**config.mk**
```make
export PLATFORM = sky130hd
export DESIGN_NAME = match_pulse_tx
export DESIGN_NICKNAME = d
export VERILOG_FILES = /design/src/rtl/match_line_pkg.sv /design/src/rtl/match_pulse_tx.sv
export SDC_FILE = /design/constraint.sdc
export NUM_CORES = 1
export LEC_CHECK = 0
export ABC_AREA = 1
export CAP_MARGIN = 20
export CORE_MARGIN = 2
export CORE_UTILIZATION = 56
export DETAILED_ROUTE_END_ITERATION = 8
export PLACE_DENSITY = 0.82
export SYNTH_ARGS = -nofsm -noshare
export SYNTH_HDL_FRONTEND = slang
export SYNTH_SLANG_ARGS = --single-unit
```
**constraint.sdc**
```tcl
create_clock -name clk -period 3.1 [get_ports clk]
set_clock_uncertainty 0.05 [all_clocks]
set_input_delay 0.31 -clock clk [delete_from_list [all_inputs] [get_ports clk]]
set_output_delay 0.31 -clock clk [all_outputs]
set_load 0.05 [all_outputs]
```
**src/rtl/match_line_pkg.sv**
```systemverilog
// Shared definitions for both ends of the two-wire match/pulse line.
// Holds the transmitter state encoding, the idle line levels and the bit encoder.
package match_line_pkg;

    typedef enum logic [1:0] {
        IDLE  = 2'd0,
        SEND  = 2'd1,
        GUARD = 2'd2
    } line_state_t;

    localparam logic LINE_IDLE_X1 = 1'b0;
    localparam logic LINE_IDLE_X2 = 1'b1;

    // A one is a match cycle (x1==x2); a zero is a mismatch cycle.
    function automatic logic [1:0] encode_bit(input logic b, input logic phase);
        return b ? {phase, phase} : {phase, ~phase};
    endfunction

endpackage

```
**src/rtl/match_pulse_tx.sv**
```systemverilog
// Transmit end of the match/pulse line: serialises one word per valid/ready handshake.
// Ones cost a match cycle plus a guard cycle, zeros a single mismatch cycle.
//
// state | meaning
// IDLE  | lines at idle pattern, ready for a word
// SEND  | current bit is on the line
// GUARD | blind cycle after a match so the receiver can recover
module match_pulse_tx
    import match_line_pkg::*;
#(
    parameter int WIDTH     = 8,
    parameter bit MSB_FIRST = 1'b1
) (
    input  logic             clk,
    input  logic             rst,
    input  logic [WIDTH-1:0] din,
    input  logic             din_valid,
    output logic             din_ready,
    output logic             x1,
    output logic             x2,
    output logic             busy,
    output logic             done
);

    localparam int CW = (WIDTH > 1) ? $clog2(WIDTH) : 1;
    localparam logic [CW-1:0] COUNT_LAST = CW'(WIDTH - 1);

    line_state_t      state_q, state_d;
    logic [WIDTH-1:0] shreg_q, shreg_d, shreg_shift;
    logic [CW-1:0]    count_q, count_d;
    logic             phase_q, phase_d;
    logic             x1_d, x2_d, done_d;

    function automatic logic head_bit(input logic [WIDTH-1:0] w);
        return MSB_FIRST ? w[WIDTH-1] : w[0];
    endfunction

    always_ff @(posedge clk or posedge rst) begin
        if (rst) begin
            state_q <= IDLE;
            shreg_q <= '0;
            count_q <= '0;
            phase_q <= 1'b0;
            x1      <= LINE_IDLE_X1;
            x2      <= LINE_IDLE_X2;
            done    <= 1'b0;
        end else begin
            state_q <= state_d;
            shreg_q <= shreg_d;
            count_q <= count_d;
            phase_q <= phase_d;
            x1      <= x1_d;
            x2      <= x2_d;
            done    <= done_d;
        end
    end

    always_comb begin
        state_d      = state_q;
        shreg_d      = shreg_q;
        count_d      = count_q;
        phase_d      = phase_q;
        x1_d         = LINE_IDLE_X1;
        x2_d         = LINE_IDLE_X2;
        done_d       = 1'b0;
        shreg_shift  = MSB_FIRST ? (shreg_q << 1) : (shreg_q >> 1);

        case (state_q)
            IDLE: begin
                if (din_valid) begin
                    shreg_d      = din;
                    count_d      = COUNT_LAST;
                    phase_d      = 1'b0;
                    {x1_d, x2_d} = encode_bit(head_bit(din), 1'b0);
                    state_d      = SEND;
                end
            end
            SEND: begin
                phase_d = ~phase_q;
                if (head_bit(shreg_q)) begin
                    state_d = GUARD;
                end else if (count_q == '0) begin
                    state_d = IDLE;
                    done_d  = 1'b1;
                end else begin
                    shreg_d      = shreg_shift;
                    count_d      = count_q - CW'(1);
                    {x1_d, x2_d} = encode_bit(head_bit(shreg_shift), ~phase_q);
                end
            end
            GUARD: begin
                if (count_q == '0) begin
                    state_d = IDLE;
                    done_d  = 1'b1;
                end else begin
                    shreg_d      = shreg_shift;
                    count_d      = count_q - CW'(1);
                    // phase already advanced when leaving SEND
                    {x1_d, x2_d} = encode_bit(head_bit(shreg_shift), phase_q);
                    state_d      = SEND;
                end
            end
            default: state_d = IDLE;
        endcase
    end

    assign din_ready = (state_q == IDLE);
    assign busy      = (state_q != IDLE);

endmodule

```
# [Word-level counts from Yosys, hierarchy flattened]
# Cells that the tools add are included.
[classes] n_reduce_logical=10 bitwise=1 eq_ne=7 addsub=1 mux=31
[op_table] cell="$mux W8" count=4
[op_table] cell="$pmux W8 S3" count=1
[op_table] cell="$mux W1" count=14
[op_table] cell="$mux W3" count=3
[op_table] cell="$pmux W3 S3" count=1
[op_table] cell="$ne A2 B2 Y1 const B" count=4
[op_table] cell="$mux W2" count=3
[op_table] cell="$pmux W1 S3" count=2
[op_table] cell="$pmux W2 S3" count=1
[op_table] cell="$reduce_and A3 Y1" count=2
[op_table] cell="$reduce_and A5 Y1" count=1
[op_table] cell="$pmux W1 S2" count=2
[op_table] cell="$reduce_and A2 Y1" count=2
[op_table] cell="$reduce_bool A2 Y1" count=2
[op_table] cell="$logic_not A3 Y1" count=1
[op_table] cell="$ne A3 B3 Y1 const B" count=1
[op_table] cell="$reduce_bool A3 Y1" count=1
[op_table] cell="$sub A3 B1 Y3 const B" count=1
[op_table] cell="$eq A2 B1 Y1 const B" count=1
[op_table] cell="$eq A2 B2 Y1 const B" count=1
[op_table] cell="$logic_not A2 Y1" count=1
[op_table] cell="$not A1 Y1" count=1
[word_totals] register_bits=17 wordCells=58

# [Longest topological paths before layout]
[logic_depth] ltp_word=5 ltp_mapped=9 ltp_nobuf=9

# [Least setup slack after synthesis]
# OpenSTA, ideal clock, no wires.
[synth_path] kind="reg-to-reg" start="reg state_q[0]" end="reg shreg_q[1]" period_less_slack_ns=1.997 arrival_ns=1.831 setup_time_ns=0.116 slack_ns=1.103 path_buffers=0 path_stages_with_launch=10 path_cell_list="dfrtp_1 -> inv_1 -> ha_1 -> inv_2 -> nor2_2 -> nor2_4 -> nand3_2 -> inv_2 -> nand2_1 -> nand2_1"
[synth_between] elab_chain_cells=3
[synth_lines] element="start: declaration" line="match_pulse_tx.sv:28" text="line_state_t state_q, state_d;"
[synth_lines] element="start signal: assignment" line="match_pulse_tx.sv:48" text="state_q <= state_d;"
[synth_lines] element="$logic_not A2 Y1 (*)"
[synth_lines] element="named net din_ready" line="match_pulse_tx.sv:18" text="output logic din_ready,"
[synth_lines] element="$ne A2 B2 Y1 (no line) / $reduce_bool A3 Y1 (equally long branches)"
[synth_lines] element="$reduce_and A5 Y1 (no line)"
[synth_lines] element="end signal: assignment" line="match_pulse_tx.sv:49" text="shreg_q <= shreg_d;"
[synth_lines] element="end: declaration" line="match_pulse_tx.sv:29" text="logic [WIDTH-1:0] shreg_q, shreg_d, shreg_shift;"
# The timed path passes the listed nets; every way through them passes the cells marked *.
# A chain may end at the register's enable or synchronous reset.

# [Worst setup path after layout]
[layout_path] start="reg state_q[0]" end="out busy"
[layout_between] elab_chain_cells=1
[layout_lines] element="$reduce_bool A2 Y1" line="match_pulse_tx.sv:108" text="assign busy = (state_q != IDLE);"
[layout_lines] element="end: declaration" line="match_pulse_tx.sv:21" text="output logic busy,"
# Every way passes these cells.

==> run_results.csv <==
group,metric,value,unit
status,status,"finished clean",
sta,min_period,2.28,ns
sta,rsz0062_at_grt,"false",
clock_network,numCtsBuffers,3,
logic_synthesis,synth_ff_type,"dfrtp_1",
drt,drtPass1Iterations,4,
clock_network,cts.sinks,17,
worst_setup_path,timing.rr.start,"state_q[0]",
sta,hold_viol_final,0,
logic_synthesis,synthArstFlopShare,1.00,
clock_network,cts_tree,"built",
drt,routedWlPerCell,10.8,um
drt,drc,0,
sta,hold_slack,0.326,ns
logic_synthesis,syn-cell-area,1040,um2
worst_setup_path,cp-startpoint,"state_q[0]",
clock_network,clock_latency,0.29,ns
finish,seqCellArea,427,um2
drt,final_antenna_net_count,0,
worst_setup_path,slowest_delay,0.79,ns
global_route,grtUsageMet3,0.0346,
clock_network,ctsHoldBuffers,0,
global_route,grt_start_max_net_pins,18,
sta,post-route-period-util,0.734,
worst_setup_path,path_delay_family,"buffers and inverters",
clock_network,post_cts_buffers,0,
global_route,grt-ovfl-total,0,
die,die-area,2220,um2
logic_synthesis,synth_top_cell_by_area,"dfrtp_1",
global_route,grt_util_met1,0.264,
die,die_height,47.1,um
logic_synthesis,synth.most_common_cell,"nand2_1",
finish,fin_nets,181,
worst_setup_path,crit_chain,"inv_1, ha_1, inv_2, clkdlybuf4s50_1",
pwr,ir_drop,864,uV
worst_setup_path,crit_type,"reg2out",
sta,slew_headroom,0.584,
logic_synthesis,syn_area_per_cell,7.14,um2
global_route,gr-usage-all-layers,0.214,
finish,area_delta_synth_final,19.2,%
logic_synthesis,synthesis.nets,163,
logic_synthesis,netlist_instances,146,
die,core-area,1750,um2
clock_network,clockBufferDepth,2,
logic_synthesis,netlist_top_cells_count,"67 x nand2_1, 20 x inv_1, 16 x dfrtp_1",
finish,diodes,0,
worst_setup_path,crit_slowest_cell,"clkdlybuf4s50_1",
worst_hold_path,min_path_type,"in2async",
placed_design,dpl.hpwl,1560,um
global_route,first_global_vias,796,
logic_synthesis,synth_warnings,0,
worst_setup_path,cp-start-kind,"flop",
logic_synthesis,yosysUniqueCellTypes,22,
flow_run,max_cap_viol_count,0,
drt,dr_total_vias,896,
worst_setup_path,ff2ff_setup_slack,1.23,ns
drt,vias_per_cell,4.77,
sta,fmax,440,MHz
placed_design,port-buffer-count,15,
logic_synthesis,synth_top_cell_area_share,0.384,
die,die_x,47.1,um
sta,tightest_slew,0.623,ns
logic_synthesis,synth_seq_area_share,0.409,
die,rows,15,
logic_synthesis,netlist_top_cells_area,"dfrtp_1 38%, nand2_1 24%, ha_1 7.2%",
clock_network,cts.repair.resized,0,
worst_setup_path,endpoint_kind,"output port",
worst_setup_path,critical_path_required,2.74,ns
finish,multi_input_area,520,um2
pwr,powerDensity,1060,nW/um2
sta,fin_tns_setup,0,ns
placed_design,gp_congestion,0.845,
drt,drtIter0Drc,22,
die,initial_utilization,0.597,
drt,routed_wl,2040,um
finish,fillCellCount,150,
worst_setup_path,cp.arrival,1.92,ns
sta,setup_viol,0,
logic_synthesis,synth-edff-count,0,
global_route,top_usage_layer,"met2",
worst_setup_path,crit_buf_inv,3,
die,ios,16,
global_route,grt_pass1_wl,3300,um
clock_network,clk_pin_slew_worst_paths,0.11,ns
global_route,grt_use_met2,0.359,
clock_network,cts-htree-levels,1,
logic_synthesis,synth-seq-cells,17,
clock_network,root_buffer,"clkbuf_4",
worst_setup_path,crit_fanout,5,
finish,drive_gt1_frac,0.0982,
pwr,power.leakage,0.699,nW
sta,slew_viol_final,0,
global_route,antenna_found_initial,0,
-- area by class of cell --
cell class              count  share of cell area
clock buffers               3              0.0181
clock inverters             1             0.00403
inverters                  23              0.0695
multi-input cells         104               0.419
flip-flops and latches     17               0.343
well taps                  25              0.0252
repair buffers             15               0.121
-- power breakdown --
part	total [W]	switching (W)	leakage (nW)	internal, W
clock	0.000121	0.0000731	0.0177	0.0000480
combinational	0.000811	0.000539	0.470	0.000271
sequential	0.000384	0.0000598	0.211	0.000324
-- layer usage --
metal  share of wire  up-vias
met5               0        -
met4           0.019        0
met3           0.036        4
met2            0.47       19
met1            0.47      394
li1                -      479
-- placed cells by master (no fill, tap or decap), drive strengths merged --
master	Yosys	routed
clkinv	0	1
nand4	1	1
o21ai	8	8
o22ai	1	1
a21oi	3	3
clkbuf	1	3
inv	23	23
ha	6	6
a211oi	1	1
nand2	69	69
dfrtp	16	16
dfstp	1	1
nand3	7	7
nor2	6	6
xnor2	2	2
clkdlybuf4s50	0	15
-- metrics by stage --
step | setup WS, ns | instances | instance area [um2] | power (W) | utilization
after global placement | 1.19 | 184 | 1210 | 0.00116 | 0.696
final | 0.825 | 188 | 1240 | 0.00132 | 0.712
after floorplan | 1.10 | 146 | 1040 | 0.00101 | -
after CTS | 0.805 | 188 | 1240 | 0.00132 | 0.712
after global routing | 0.721 | 188 | 1240 | 0.00144 | 0.712
after detailed placement | 1.14 | 184 | 1210 | 0.00120 | 0.696
-- path summary, 6_finish.rpt --
| check | end | cells past startpoint |
|---|---|---|
| setup / recovery | busy | 4 |
| hold / removal | shreg_q[0] | 2 |
| setup reg to reg | count_q[0] | 7 |
| hold reg to reg | shreg_q[2] | 2 |
| max in group asynchronous | phase_q | 2 |
| min in group clk | shreg_q[2] | 2 |
-- registers in the layout, indices dropped and copies added, names as in the netlist --
name     cells
state_q      2
shreg_q      8
x2           1
x1           1
done         1
phase_q      1
count_q      3
-- worst register-to-register path: cells and delay by family, from the launching register on --
kind | cells | cell delay, ns
AO/OA/AOI/OAI | 1 | 0.08
flip-flops | 1 | 0.38
buffers and inverters | 2 | 0.35
adder cells (fa/ha/maj) | 1 | 0.51
AND/OR/NAND/NOR | 3 | 0.41
-- cell families after synthesis --
kind of cell | synth area share
AO/OA/AOI/OAI | 0.0696
XOR/XNOR | 0.0168
adder cells (fa/ha/maj) | 0.0720
buffers and inverters | 0.0912
flip-flops | 0.409
AND/OR/NAND/NOR | 0.341
Power figures use the tool's default switching activity.
